## config.mk

```make
export PLATFORM = sky130hd
export DESIGN_NAME = interrupt_ack_sequencer
export DESIGN_NICKNAME = d
export VERILOG_FILES = /design/src/rtl/pic_pkg.sv /design/src/rtl/priority_resolver.sv /design/src/rtl/interrupt_ack_sequencer.sv
export SDC_FILE = /design/constraint.sdc
export NUM_CORES = 1
export LEC_CHECK = 0
export ABC_CLOCK_PERIOD_IN_PS = 3500
export BUFFER_PORTS_ARGS = -buffer_cell sky130_fd_sc_hd__buf_2
export CAP_MARGIN = 20
export CORE_MARGIN = 4
export CORE_UTILIZATION = 50
export CTS_CLUSTER_DIAMETER = 80
export DETAILED_ROUTE_END_ITERATION = 7
export PLACE_DENSITY = 0.8
export SLEW_MARGIN = 0
export SYNTH_ARGS = -nofsm -noshare
export SYNTH_HDL_FRONTEND = slang
export SYNTH_SLANG_ARGS = --single-unit
```

## constraint.sdc

```tcl
create_clock -name clk -period 3.5 [get_ports clk]
set_input_delay 0.175 -clock clk [delete_from_list [all_inputs] [get_ports clk]]
set_output_delay 0.175 -clock clk [all_outputs]
set_load 0.02 [all_outputs]
```

## src/rtl/pic_pkg.sv

```systemverilog
// Shared types and helpers for the interrupt controller slice.
// Fixed priority: IR0 is the highest priority level and IR7 the lowest.
package pic_pkg;

    localparam int PIC_NUM_IR = 8;

    typedef enum logic [1:0] {
        IDLE  = 2'd0,
        ACK1  = 2'd1,
        WAIT2 = 2'd2,
        ACK2  = 2'd3
    } pic_state_t;

    // Index of the lowest set bit, or 8 when no bit is set.
    function automatic logic [3:0] pic_lowest_set(input logic [7:0] vec);
        logic [3:0] lvl;
        lvl = 4'd8;
        for (int i = PIC_NUM_IR - 1; i >= 0; i--) begin
            if (vec[i]) begin
                lvl = 4'(i);
            end else begin
                lvl = lvl;
            end
        end
        return lvl;
    endfunction

endpackage

```

## src/rtl/priority_resolver.sv

```systemverilog
// Combinational fixed-priority resolver for the fully nested mode.
// A request is pending only if it outranks everything already in service.
module priority_resolver
    import pic_pkg::*;
(
    input  logic [7:0] interrupt_request_register,
    input  logic [7:0] interrupt_mask,
    input  logic [7:0] in_service_register,
    output logic [3:0] req_lvl,
    output logic [3:0] isr_lvl,
    output logic       pending
);

    logic [7:0] eligible_s;

    // Lowest unmasked request against lowest in-service level.
    always_comb begin
        eligible_s = interrupt_request_register & ~interrupt_mask;
        req_lvl    = pic_lowest_set(eligible_s);
        isr_lvl    = pic_lowest_set(in_service_register);
        pending    = (eligible_s != 8'h00) && (req_lvl < isr_lvl);
    end

endmodule

```

## src/rtl/interrupt_ack_sequencer.sv

```systemverilog
// Interrupt acknowledge sequencer: two-pulse INTA handshake, ISR upkeep,
// EOI handling and vector drive for the consumer side of the IRR.
module interrupt_ack_sequencer
    import pic_pkg::*;
#(
    parameter bit INTA_SYNC = 1'b1
) (
    input  logic       clk,
    input  logic       rst,
    input  logic [7:0] interrupt_request_register,
    input  logic [7:0] interrupt_mask,
    input  logic [4:0] vector_base,
    input  logic       auto_eoi,
    input  logic       eoi_valid,
    input  logic       eoi_specific,
    input  logic [2:0] eoi_level,
    input  logic       inta_n,
    output logic       int_out,
    output logic       freeze,
    output logic [7:0] clear_IRR,
    output logic [7:0] in_service_register,
    output logic [7:0] data_out,
    output logic       data_out_enable
);

    logic [3:0] req_lvl_s;
    logic [3:0] isr_lvl_s;
    logic       pending_s;
    logic       grant_s;
    logic       ia_s;
    logic       ia_d_r;
    logic       fall_s;
    logic       rise_s;
    pic_state_t state_r;
    logic [2:0] win_r;
    logic       spurious_r;
    logic [7:0] isr_r;
    logic [7:0] eoi_clr_s;
    logic [7:0] isr_set_s;
    logic [7:0] isr_auto_clr_s;
    logic       int_out_r;
    logic       freeze_r;
    logic       data_out_enable_r;
    logic [7:0] clear_irr_r;
    logic [7:0] data_out_r;

    priority_resolver u_resolver (
        .interrupt_request_register (interrupt_request_register),
        .interrupt_mask             (interrupt_mask),
        .in_service_register        (isr_r),
        .req_lvl                    (req_lvl_s),
        .isr_lvl                    (isr_lvl_s),
        .pending                    (pending_s)
    );

    generate
        if (INTA_SYNC) begin : g_sync
            logic sync1_r;
            logic sync2_r;
            // Two-flop synchronizer; idles high like the bus line.
            always_ff @(posedge clk or negedge rst) begin
                if (!rst) begin
                    sync1_r <= 1'b1;
                    sync2_r <= 1'b1;
                end else begin
                    sync1_r <= inta_n;
                    sync2_r <= sync1_r;
                end
            end
            assign ia_s = sync2_r;
        end else begin : g_nosync
            assign ia_s = inta_n;
        end
    endgenerate

    // Previous acknowledge level for edge detection.
    always_ff @(posedge clk or negedge rst) begin
        if (!rst) begin
            ia_d_r <= 1'b1;
        end else begin
            ia_d_r <= ia_s;
        end
    end

    assign fall_s  = ia_d_r & ~ia_s;
    assign rise_s  = ~ia_d_r & ia_s;
    assign grant_s = pending_s & ~req_lvl_s[3];

    // ISR set/clear masks; EOI and auto-EOI clear, the ACK1 set overrides both.
    always_comb begin
        eoi_clr_s      = 8'h00;
        isr_set_s      = 8'h00;
        isr_auto_clr_s = 8'h00;
        if (eoi_valid) begin
            if (eoi_specific) begin
                eoi_clr_s = 8'd1 << eoi_level;
            end else if (isr_lvl_s != 4'd8) begin
                eoi_clr_s = 8'd1 << isr_lvl_s[2:0];
            end else begin
                eoi_clr_s = 8'h00;
            end
        end else begin
            eoi_clr_s = 8'h00;
        end
        if ((state_r == IDLE) && fall_s && grant_s) begin
            isr_set_s = 8'd1 << req_lvl_s[2:0];
        end else begin
            isr_set_s = 8'h00;
        end
        if ((state_r == ACK2) && rise_s && auto_eoi && !spurious_r) begin
            isr_auto_clr_s = 8'd1 << win_r;
        end else begin
            isr_auto_clr_s = 8'h00;
        end
    end

    // Handshake FSM with all outputs registered.
    always_ff @(posedge clk or negedge rst) begin
        if (!rst) begin
            state_r           <= IDLE;
            win_r             <= 3'd0;
            spurious_r        <= 1'b0;
            isr_r             <= 8'h00;
            int_out_r         <= 1'b0;
            freeze_r          <= 1'b0;
            data_out_enable_r <= 1'b0;
            clear_irr_r       <= 8'h00;
            data_out_r        <= 8'h00;
        end else begin
            clear_irr_r <= 8'h00;
            isr_r       <= (isr_r & ~(eoi_clr_s | isr_auto_clr_s)) | isr_set_s;
            case (state_r)
                IDLE: begin
                    if (fall_s) begin
                        state_r   <= ACK1;
                        int_out_r <= 1'b0;
                        freeze_r  <= 1'b1;
                        if (grant_s) begin
                            win_r       <= req_lvl_s[2:0];
                            spurious_r  <= 1'b0;
                            clear_irr_r <= 8'd1 << req_lvl_s[2:0];
                        end else begin
                            // Nothing to grant: answer with the IR7 vector.
                            win_r      <= 3'd7;
                            spurious_r <= 1'b1;
                        end
                    end else begin
                        int_out_r <= pending_s;
                    end
                end
                ACK1: begin
                    if (rise_s) begin
                        state_r <= WAIT2;
                    end else begin
                        state_r <= ACK1;
                    end
                end
                WAIT2: begin
                    if (fall_s) begin
                        state_r           <= ACK2;
                        data_out_enable_r <= 1'b1;
                        data_out_r        <= {vector_base, win_r};
                    end else begin
                        state_r <= WAIT2;
                    end
                end
                ACK2: begin
                    if (rise_s) begin
                        state_r           <= IDLE;
                        data_out_enable_r <= 1'b0;
                        data_out_r        <= 8'h00;
                        freeze_r          <= 1'b0;
                    end else begin
                        data_out_r <= {vector_base, win_r};
                    end
                end
                default: begin
                    state_r           <= IDLE;
                    data_out_enable_r <= 1'b0;
                    data_out_r        <= 8'h00;
                    freeze_r          <= 1'b0;
                    int_out_r         <= 1'b0;
                end
            endcase
        end
    end

    assign int_out             = int_out_r;
    assign freeze              = freeze_r;
    assign clear_IRR           = clear_irr_r;
    assign in_service_register = isr_r;
    assign data_out            = data_out_r;
    assign data_out_enable     = data_out_enable_r;

endmodule

```

==> results.json, run 1 <==
{
  "syn_area_per_cell_um2": 8.75,
  "setup_tns_ns": 0,
  "ys_types": 50,
  "synth_most_common_cell": "dfrtp_1",
  "setup_viol": 0,
  "clock_latency_ns": 0.28,
  "nets": 324,
  "pin_count": 57,
  "yosys-top-cells-area": "dfrtp_1 41%, nand2_1 5.7%, nor2_1 5.7%",
  "grt_pass1_vias": 1858,
  "coreArea_um2": 3800,
  "grt.overflow.total": 0,
  "fin_skew_ns": 0.00436,
  "maxSlewViolCount": 0,
  "clockPowerShare_pct": 18.1,
  "p_sw_mw": 0.844,
  "min_path_type": "input pin to register",
  "die_x_um": 71.8,
  "grt_use_total_pct": 20.1,
  "clk_pin_slew_ns": 0.07,
  "ant_nets": 0,
  "wl_per_cell_um": 14.9,
  "rows": 22,
  "crit_arrival_ns": 2.67,
  "syn_to_final_growth_pct": 21.8,
  "clockBufferDepth": 2,
  "whs_ns": 0.229,
  "vias": 1977,
  "drt_iter0_drc": 131,
  "whs_endpoint": "data_out[6]$_DFFE_PN0P_",
  "p_int_mw": 1.09,
  "synth_edf_count": 0,
  "rr_startpoint": "in_service_register[4]$_DFF_PN0_",
  "cp-startpoint": "in_service_register[4]$_DFF_PN0_",
  "drt_wl_total_mm": 5.08,
  "tightest_slew_ns": 0.755,
  "dpl.hpwl_mm": 3.81,
  "drt_pass1_iterations": 4,
  "critPathCaptureType": "register",
  "status": "completed",
  "rsz0062_at_grt": "false",
  "start_util_pct": 53.7,
  "worstSetupStartpointType": "register",
  "ys.flop_type": "dfrtp_1",
  "hold_viol_final": 0,
  "grt_max_degree": 37,
  "p_sw_share_pct": 43.6,
  "yosysTopAreaCellShare_pct": 40.5,
  "routabilityCongestion": 0.868,
  "slowest_stage": "dfrtp_1",
  "powerDensity_nw_per_um2": 779,
  "ctsHoldBuffers": 2,
  "combPwrFrac_pct": 46.7,
  "min_period_ns": 2.50,
  "worstHoldStart": "vector_base[3]",
  "die_height_um": 71.8,
  "reg2reg_depth": 8,
  "ys_seq_elements": 36,
  "clock_sinks": 36,
  "p_leak_nw": 1.13,
  "r2r_setup_slack_ns": 1.0,
  "drcViolationCount": 0,
  "cts_setup_buffers": 0,
  "synth_top_area_cell": "dfrtp_1",
  "hold_depth": 3,
  "p_seq_share_pct": 35.2,
  "ys_top_cells_by_count": "33 x dfrtp_1, 31 x nand2_1, 31 x nor2_1",
  "async_flop_share_pct": 100,
  "critPathRequiredTime_ns": 3.67,
  "netlist_area_um2": 2040,
  "antenna_found_initial": 0,
  "crit_chain": "o31a_1, or3_1, ha_1, nor2_1, o21ai_1, a211oi_2, nor2_1, nor4_1",
  "drive_gt1_share_pct": 25.6,
  "drt-vias-per-instance": 5.80,
  "diodes": 0,
  "clockRootBuffer": "clkbuf_8",
  "max_freq_ghz": 0.400,
  "tritoncts.num_buffers": 5,
  "yosysWarningCount": 0,
  "drv_cap": 0,
  "cp_slowest_stage_delay_ns": 0.44,
  "cp_max_fo": 6,
  "io_buffers": 56,
  "cts_tree": "done",
  "slew_headroom_pct": 49.7,
  "peakVddDrop_v": 0.000324,
  "r2r_end": "clear_IRR[3]$_DFF_PN0_",
  "cts_resized": 0,
  "path_class": "register to register",
  "syn_inst": 233,
  "syn-num-nets": 265,
  "grt_pass1_wl_mm": 8.25,
  "ctsHtreeMaxLevel": 2,
  "die-area_um2": 5160,
  "post-route-period-util_pct": 71.5,
  "cp_common_cell": "nor2_1",
  "ys_seq_area_share_pct": 44.4
}
==> power groups by stage <==
stage	sequential [mW]	clock, mW	combinational [mW]
after floorplan	0.746	0	0.564
after global placement	0.678	0	0.872
after detailed placement	0.685	0	0.891
after CTS	0.677	0.359	0.898
after global routing	0.701	0.372	0.996
final	0.681	0.350	0.904
==> cell families (layout without fill, tap and decap cells) <==
kind of cell	count (synthesis)	count (layout)	synth area share (%)
AO/OA/AOI/OAI	69	69	22.8
XOR/XNOR	1	1	0.430
adder cells (fa/ha/maj)	2	2	1.23
buffers and inverters	8	68	1.53
flip-flops	36	36	44.4
multiplexers	1	1	0.491
AND/OR/NAND/NOR	116	116	29.2
==> critical path: cells and delay by family (launching register included) <==
| family | cells | cell delay [ns] |
|---|---|---|
| adders and majority gates | 1 | 0.22 |
| AOI/OAI and AO/OA | 3 | 0.81 |
| DFF | 1 | 0.44 |
| and+or+nand+nor | 4 | 0.91 |
==> state kept, by name, summed over array words and instances (netlist names), named ones only <==
register,count
clear_IRR,8
data_out,8
data_out_enable,1
freeze,1
g_sync.sync1_r,1
g_sync.sync2_r,1
ia_d_r,1
in_service_register,8
int_out,1
spurious_r,1
state_r,1
win_r,3
==> cell type report <==
cell class                 count  area (um2)
fill                         336        1320
inverter                       2        7.51
multi-input combinational    189        1100
sequential                    36         905
tap                           48        60.1
clock buffer                   6        72.6
timing repair buffer          58         300
clock inverter                 2        35.0
==> placed cells by master (no fill, tap or decap), types with 5 or more instances in the layout <==
| cell | count |
|---|---|
| a31oi_1 | 6 |
| nor3_1 | 6 |
| nand2_1 | 31 |
| dfrtp_1 | 33 |
| buf_2 | 56 |
| a21oi_1 | 13 |
| nor2_1 | 31 |
| nor2b_1 | 9 |
| o31ai_1 | 5 |
| o21ai_0 | 18 |
| nand2b_1 | 14 |
| clkbuf_8 | 5 |
==> through the flow <==
step           total power [mW]  utilization [%]  cell area, um2  setup WS [ns]  cells
2_1_floorplan              1.31                -            2040           1.18    233
3_3_place_gp               1.55             62.0            2350           1.09    331
3_5_place_dp               1.58             62.0            2350           1.06    331
4_1_cts                    1.93             65.3            2480           1.01    341
5_1_grt                    2.07             65.3            2480          0.749    341
6_report                   1.93             65.3            2480          0.997    341
==> worst max-delay path by stage <==
stage | slack (ns) | cells past startpoint | end
floorplan | 1.18 | 8 | win_r[2]$_DFFE_PN0P_
global placement | 1.09 | 6 | clear_IRR[3]$_DFF_PN0_
detailed placement | 1.06 | 8 | win_r[2]$_DFFE_PN0P_
CTS | 1.01 | 8 | clear_IRR[3]$_DFF_PN0_
global route | 0.75 | 9 | clear_IRR[3]$_DFF_PN0_
finish | 1.0 | 8 | clear_IRR[3]$_DFF_PN0_
==> routing by layer <==
metal	wire length [um]	vias up	track usage (%)
met4	101	0	8.77
li1	-	967	-
met1	2250	929	26.6
met2	2380	70	31.1
met3	349	11	5.33
met5	0	-	0
(Power assumes the default switching activity.)
==> run 2: changes to the inputs <==
--- a/config.mk
+++ b/config.mk
@@ -5,7 +5,7 @@
 export SDC_FILE = /design/constraint.sdc
 export NUM_CORES = 1
 export LEC_CHECK = 0
-export ABC_CLOCK_PERIOD_IN_PS = 3500
+export ABC_CLOCK_PERIOD_IN_PS = 2500
 export BUFFER_PORTS_ARGS = -buffer_cell sky130_fd_sc_hd__buf_2
 export CAP_MARGIN = 20
 export CORE_MARGIN = 4
==> constraint.sdc (replaced) <==
create_clock -name clk -period 2.5 [get_ports clk]
set_input_delay 0.125 -clock clk [delete_from_list [all_inputs] [get_ports clk]]
set_output_delay 0.125 -clock clk [all_outputs]
set_load 0.02 [all_outputs]
==> run 2 against run 1 <==
  * Critical path depth is the same
  * Cell area up 3.1%
  * Global-route usage about the same
  * Total power is 45% higher
  * Utilization up 2.0 points
  * Sequential cell count stayed put
  * Routed wire length up 0.16%
  * Clock-buffer cell count unchanged
  * Register-to-register slack worse by 0.91 ns
  * Die area unchanged
  * Non-clock buffer count up 5
  * First-iteration DRC count is 11% lower
==> results.json, run 2 (synthesis gave the netlist of run 1 again) <==
{
  "setup_tns_ns": 0,
  "cp-startpoint": "in_service_register[5]$_DFF_PN0_",
  "peakVddDrop_v": 0.000527,
  "max_freq_ghz": 0.414,
  "post-route-period-util_pct": 96.6,
  "nets": 329,
  "layout_commonest_cell": "buf_2",
  "clk_pin_slew_ns": 0.07,
  "drcViolationCount": 0,
  "min_period_ns": 2.41,
  "path_class": "register to register",
  "pin_count": 57,
  "vias": 1978,
  "hold_viol_final": 0,
  "cp_slowest_stage_delay_ns": 0.43,
  "syn_to_final_growth_pct": 25.6,
  "drive_gt1_share_pct": 30.2,
  "clockRootBuffer": "clkbuf_8",
  "ant_nets": 0,
  "maxSlewViolCount": 0,
  "critPathRequiredTime_ns": 2.67,
  "wl_per_cell_um": 14.7,
  "layoutNonFillerInstCount": 346,
  "worst_slack_ns": 0.0857,
  "tritoncts.num_buffers": 5,
  "die-area_um2": 5160,
  "drt_wl_total_mm": 5.09,
  "ctsHtreeMaxLevel": 2,
  "grt_pass1_wl_mm": 8.26,
  "fin_skew_ns": 0.00486,
  "r2r_end": "int_out$_DFFE_PN0P_",
  "stdcell_area_um2": 2560,
  "die_x_um": 71.8,
  "min_path_type": "input pin to register",
  "hold_depth": 3,
  "fill_cells": 331,
  "whs_ns": 0.181,
  "grt_pass1_vias": 1819,
  "grt.overflow.total": 0,
  "clock_sinks": 36,
  "drt_pass1_iterations": 4,
  "diodes": 0,
  "clockPowerShare_pct": 17.4,
  "drt-vias-per-instance": 5.72,
  "crit_arrival_ns": 2.59,
  "slew_headroom_pct": 49.4,
  "dpl.hpwl_mm": 3.80,
  "die_height_um": 71.8,
  "routabilityCongestion": 0.933,
  "coreArea_um2": 3800,
  "rr_startpoint": "in_service_register[5]$_DFF_PN0_",
  "placedCellCount": 335,
  "antenna_found_initial": 0,
  "whs_endpoint": "data_out[4]$_DFFE_PN0P_",
  "drt_iter0_drc": 117,
  "clockBufferDepth": 2,
  "pre_cts_ws_ns": 0.0516,
  "p_sw_mw": 1.23,
  "grt_use_total_pct": 20.1,
  "p_seq_share_pct": 33.8,
  "grt_max_degree": 37,
  "rows": 22,
  "combPwrFrac_pct": 48.8,
  "worstSetupStartpointType": "register",
  "tightest_slew_ns": 0.759,
  "io_buffers": 56,
  "p_sw_share_pct": 43.8,
  "clock_latency_ns": 0.28,
  "power_mw": 2.81,
  "status": "completed",
  "p_int_mw": 1.58,
  "powerDensity_nw_per_um2": 1100,
  "postPlaceCellArea_um2": 2380,
  "setup_viol": 0,
  "fin_util_pct": 67.4,
  "r2r_setup_slack_ns": 0.09,
  "crit_chain": "o31a_1, or3_1, ha_1, o21a_1, nand2_1, mux2i_2, o21ai_2, a32o_1",
  "p_leak_nw": 1.16,
  "reg2reg_depth": 8,
  "start_util_pct": 53.7,
  "critPathCaptureType": "register",
  "worstHoldStart": "vector_base[1]",
  "drv_cap": 0,
  "cts_tree": "done",
  "cp_max_fo": 5,
  "layout_common_cells": "56 x buf_2, 31 x nand2_1, 31 x nor2_1, 31 x dfrtp_1, 17 x o21ai_0",
  "slowest_stage": "dfrtp_1"
}
-- run 2: worst max-delay path, delay by kind of cell, from the launching register on --
family,cells,cell delay (ns)
fa+ha+maj,1,0.30
mux,1,0.25
compound gates,4,0.84
flops,1,0.43
simple gates,2,0.50
-- run 2: final cells by class --
type | instances | area [um2] | area share, %
timing repair buffer | 63 | 338 | 13.2
multi-input combinational | 189 | 1140 | 44.5
clock buffer | 6 | 72.6 | 2.83
inverter | 2 | 7.51 | 0.293
tap | 48 | 60.1 | 2.35
clock inverter | 2 | 35.0 | 1.37
sequential | 36 | 907 | 35.4
-- run 2: power groups by stage --
stage / sequential, mW / clock, mW / combinational [mW]
floorplan: 1.04 / 0 / 0.790
finish: 0.948 / 0.489 / 1.37
global placement: 0.940 / 0 / 1.26
CTS: 0.938 / 0.500 / 1.29
detailed placement: 0.950 / 0 / 1.28
global route: 0.972 / 0.529 / 1.49
-- run 2: routing by layer --
metal	vias up	wire length, um	global-route usage [%]
met2	65	2420	33.1
met1	929	2280	26.7
met3	8	323	3.51
met5	-	0	0
met4	0	71	6.89
li1	976	-	-
-- run 2: how the worst max path moves through the flow --
stage	endpoint	slack, ns
finish	int_out$_DFFE_PN0P_	0.09
global route	clear_IRR[7]$_DFF_PN0_	-0.03
CTS	in_service_register[3]$_DFF_PN0_	0.03
detailed placement	int_out$_DFFE_PN0P_	0.05
global placement	clear_IRR[3]$_DFF_PN0_	0.14
floorplan	win_r[2]$_DFFE_PN0P_	0.18
-- run 2: repair_timing --
action | 4_1_cts | 5_1_grt
hold buffers | 2 | 0
resized for setup | 0 | 11
buffers inserted | 0 | 1
setup endpoints to repair | 0 | 20
hold endpoints to repair | 34 | 0
==> run 3: changes to the inputs <==
--- a/config.mk
+++ b/config.mk
@@ -9,10 +9,10 @@
 export BUFFER_PORTS_ARGS = -buffer_cell sky130_fd_sc_hd__buf_2
 export CAP_MARGIN = 20
 export CORE_MARGIN = 4
-export CORE_UTILIZATION = 50
+export CORE_UTILIZATION = 24
 export CTS_CLUSTER_DIAMETER = 80
 export DETAILED_ROUTE_END_ITERATION = 7
-export PLACE_DENSITY = 0.8
+export PLACE_DENSITY = 0.46
 export SLEW_MARGIN = 0
 export SYNTH_ARGS = -nofsm -noshare
 export SYNTH_HDL_FRONTEND = slang
==> run 3 against run 2 <==
  * Non-clock buffer count rose by 8
  * Clock power up 14%
  * Sequential power decreased by 1%
  * Clock skew is 0.0012 ns higher
  * Clock-buffer cell count rose by 1
  * Critical path depth grew 1
  * Final cell count up 19%
  * Combinational power grew 4%
  * Global-route usage fell by 7.7 points
  * Die area up 94%
  * Sequential share of layout area decreased by 1.9 points
  * Critical path type unchanged
==> results.json, run 3 (synthesis gave the netlist of run 1 again) <==
{
  "status": "completed",
  "pin_count": 57,
  "drcViolationCount": 0,
  "grt_use_total_pct": 12.4,
  "drv_cap": 0,
  "drt_pass1_iterations": 4,
  "worstHoldStart": "vector_base[1]",
  "maxSlewViolCount": 0,
  "grt_pass1_wl_mm": 9.93,
  "setup_tns_ns": 0,
  "antenna_found_initial": 0,
  "fin_skew_ns": 0.00608,
  "tritoncts.num_buffers": 5,
  "whs_ns": 0.174,
  "grt_pass1_vias": 2023,
  "tightest_slew_ns": 0.797,
  "path_class": "register to register",
  "drt_wl_total_mm": 5.89,
  "min_path_type": "input pin to register",
  "fill_cells": 892,
  "drt_iter0_drc": 99,
  "power_mw": 2.91,
  "fin_util_pct": 32.6,
  "min_period_ns": 2.35,
  "grt_max_degree": 37,
  "layout_common_cells": "56 x buf_2, 33 x dfrtp_1, 31 x nand2_1, 31 x nor2_1, 17 x o21ai_0",
  "worstSetupStartpointType": "register",
  "setup_viol": 0,
  "clockRootBuffer": "clkbuf_8",
  "io_buffers": 56,
  "die_height_um": 100,
  "clock_latency_ns": 0.29,
  "critPathRequiredTime_ns": 2.68,
  "drt-vias-per-instance": 4.82,
  "rr_startpoint": "in_service_register[6]$_DFF_PN0_",
  "cp_max_fo": 5,
  "nets": 337,
  "p_leak_nw": 1.21,
  "crit_arrival_ns": 2.53,
  "post-route-period-util_pct": 94.0,
  "pre_cts_ws_ns": 0.0421,
  "rows": 33,
  "start_util_pct": 24.7,
  "clk_pin_slew_ns": 0.07,
  "powerDensity_nw_per_um2": 1080,
  "grt.overflow.total": 0,
  "clock_sinks": 36,
  "die-area_um2": 10000,
  "wl_per_cell_um": 14.3,
  "dpl.hpwl_mm": 4.57,
  "die_x_um": 100,
  "drive_gt1_share_pct": 30.7,
  "max_freq_ghz": 0.425,
  "coreArea_um2": 8260,
  "critPathCaptureType": "register",
  "worst_slack_ns": 0.150,
  "clockBufferDepth": 2,
  "ctsHtreeMaxLevel": 2,
  "cts_tree": "done",
  "diodes": 0,
  "routabilityCongestion": 0.808,
  "layout_commonest_cell": "buf_2",
  "hold_viol_final": 0,
  "cp-startpoint": "in_service_register[6]$_DFF_PN0_",
  "peakVddDrop_v": 0.000306,
  "slew_headroom_pct": 46.8,
  "ant_nets": 0,
  "vias": 1983,
  "syn_to_final_growth_pct": 32.2
}
==> run 3: changes by cell type in the layout (fill, tap and decap cells not counted), sizes merged <==
cell	change
buf	+8
clkbuf	+1
clkinv	-1
==> run 3: worst paths after layout <==
check                                                end  slack, ns  depth (start not counted)
worst min register to register  g_sync.sync2_r$_DFF_PN1_       0.36                          0
max in group asynchronous         clear_IRR[4]$_DFF_PN0_       1.53                          2
worst max-delay path                 int_out$_DFFE_PN0P_       0.15                          9
min in group asynchronous        data_out[4]$_DFFE_PN0P_       0.45                          2
worst max register to register       int_out$_DFFE_PN0P_       0.15                          9
worst min-delay path             data_out[4]$_DFFE_PN0P_       0.17                          3
==> run 3: area by class of cell <==
| cell class | count | area [um2] | area share (%) |
|---|---|---|---|
| clock buffer | 7 | 96.3 | 3.58 |
| multi-input combinational | 189 | 1130 | 41.8 |
| sequential | 36 | 905 | 33.6 |
| timing repair buffer | 71 | 398 | 14.8 |
| inverter | 2 | 7.51 | 0.279 |
| clock inverter | 1 | 30.0 | 1.11 |
| tap | 105 | 131 | 4.88 |
==> run 3: where the power goes <==
part	switching [mW]	leakage, nW	internal, mW
combinational	0.841	0.709	0.577
clock	0.207	0.0645	0.352
sequential	0.188	0.440	0.747
==> run 3: worst max-delay path: stages (launching register included) <==
cell	delay (ns)
dfrtp_1	0.41
nor2_1	0.07
o31a_1	0.27
or3_4	0.37
ha_1	0.28
o21a_1	0.12
nand2_1	0.10
mux2i_1	0.20
o21ai_1	0.14
a32o_1	0.27
==> run 3: what timing repair did <==
item | 4_1_cts | 5_1_grt
endpoints found under the setup margin | 0 | 17
resized for setup | 0 | 6
endpoints found under the hold margin | 34 | 0
hold buffers | 2 | 0
buffers inserted | 0 | 3
==> run 3: per-stage QoR <==
stage                     instance area (um2)  instances
final                                    2690        411
after global routing                     2690        411
after CTS                                2650        408
after detailed placement                 2500        398
after global placement                   2500        398
after floorplan                          2040        233
==> run 3: per-layer routing <==
layer	up-vias	track usage (%)	wire, um
met5	-	0	0
li1	994	-	-
met2	34	19.5	2860
met1	951	16.8	2720
met3	4	3.06	266
met4	0	3.63	56
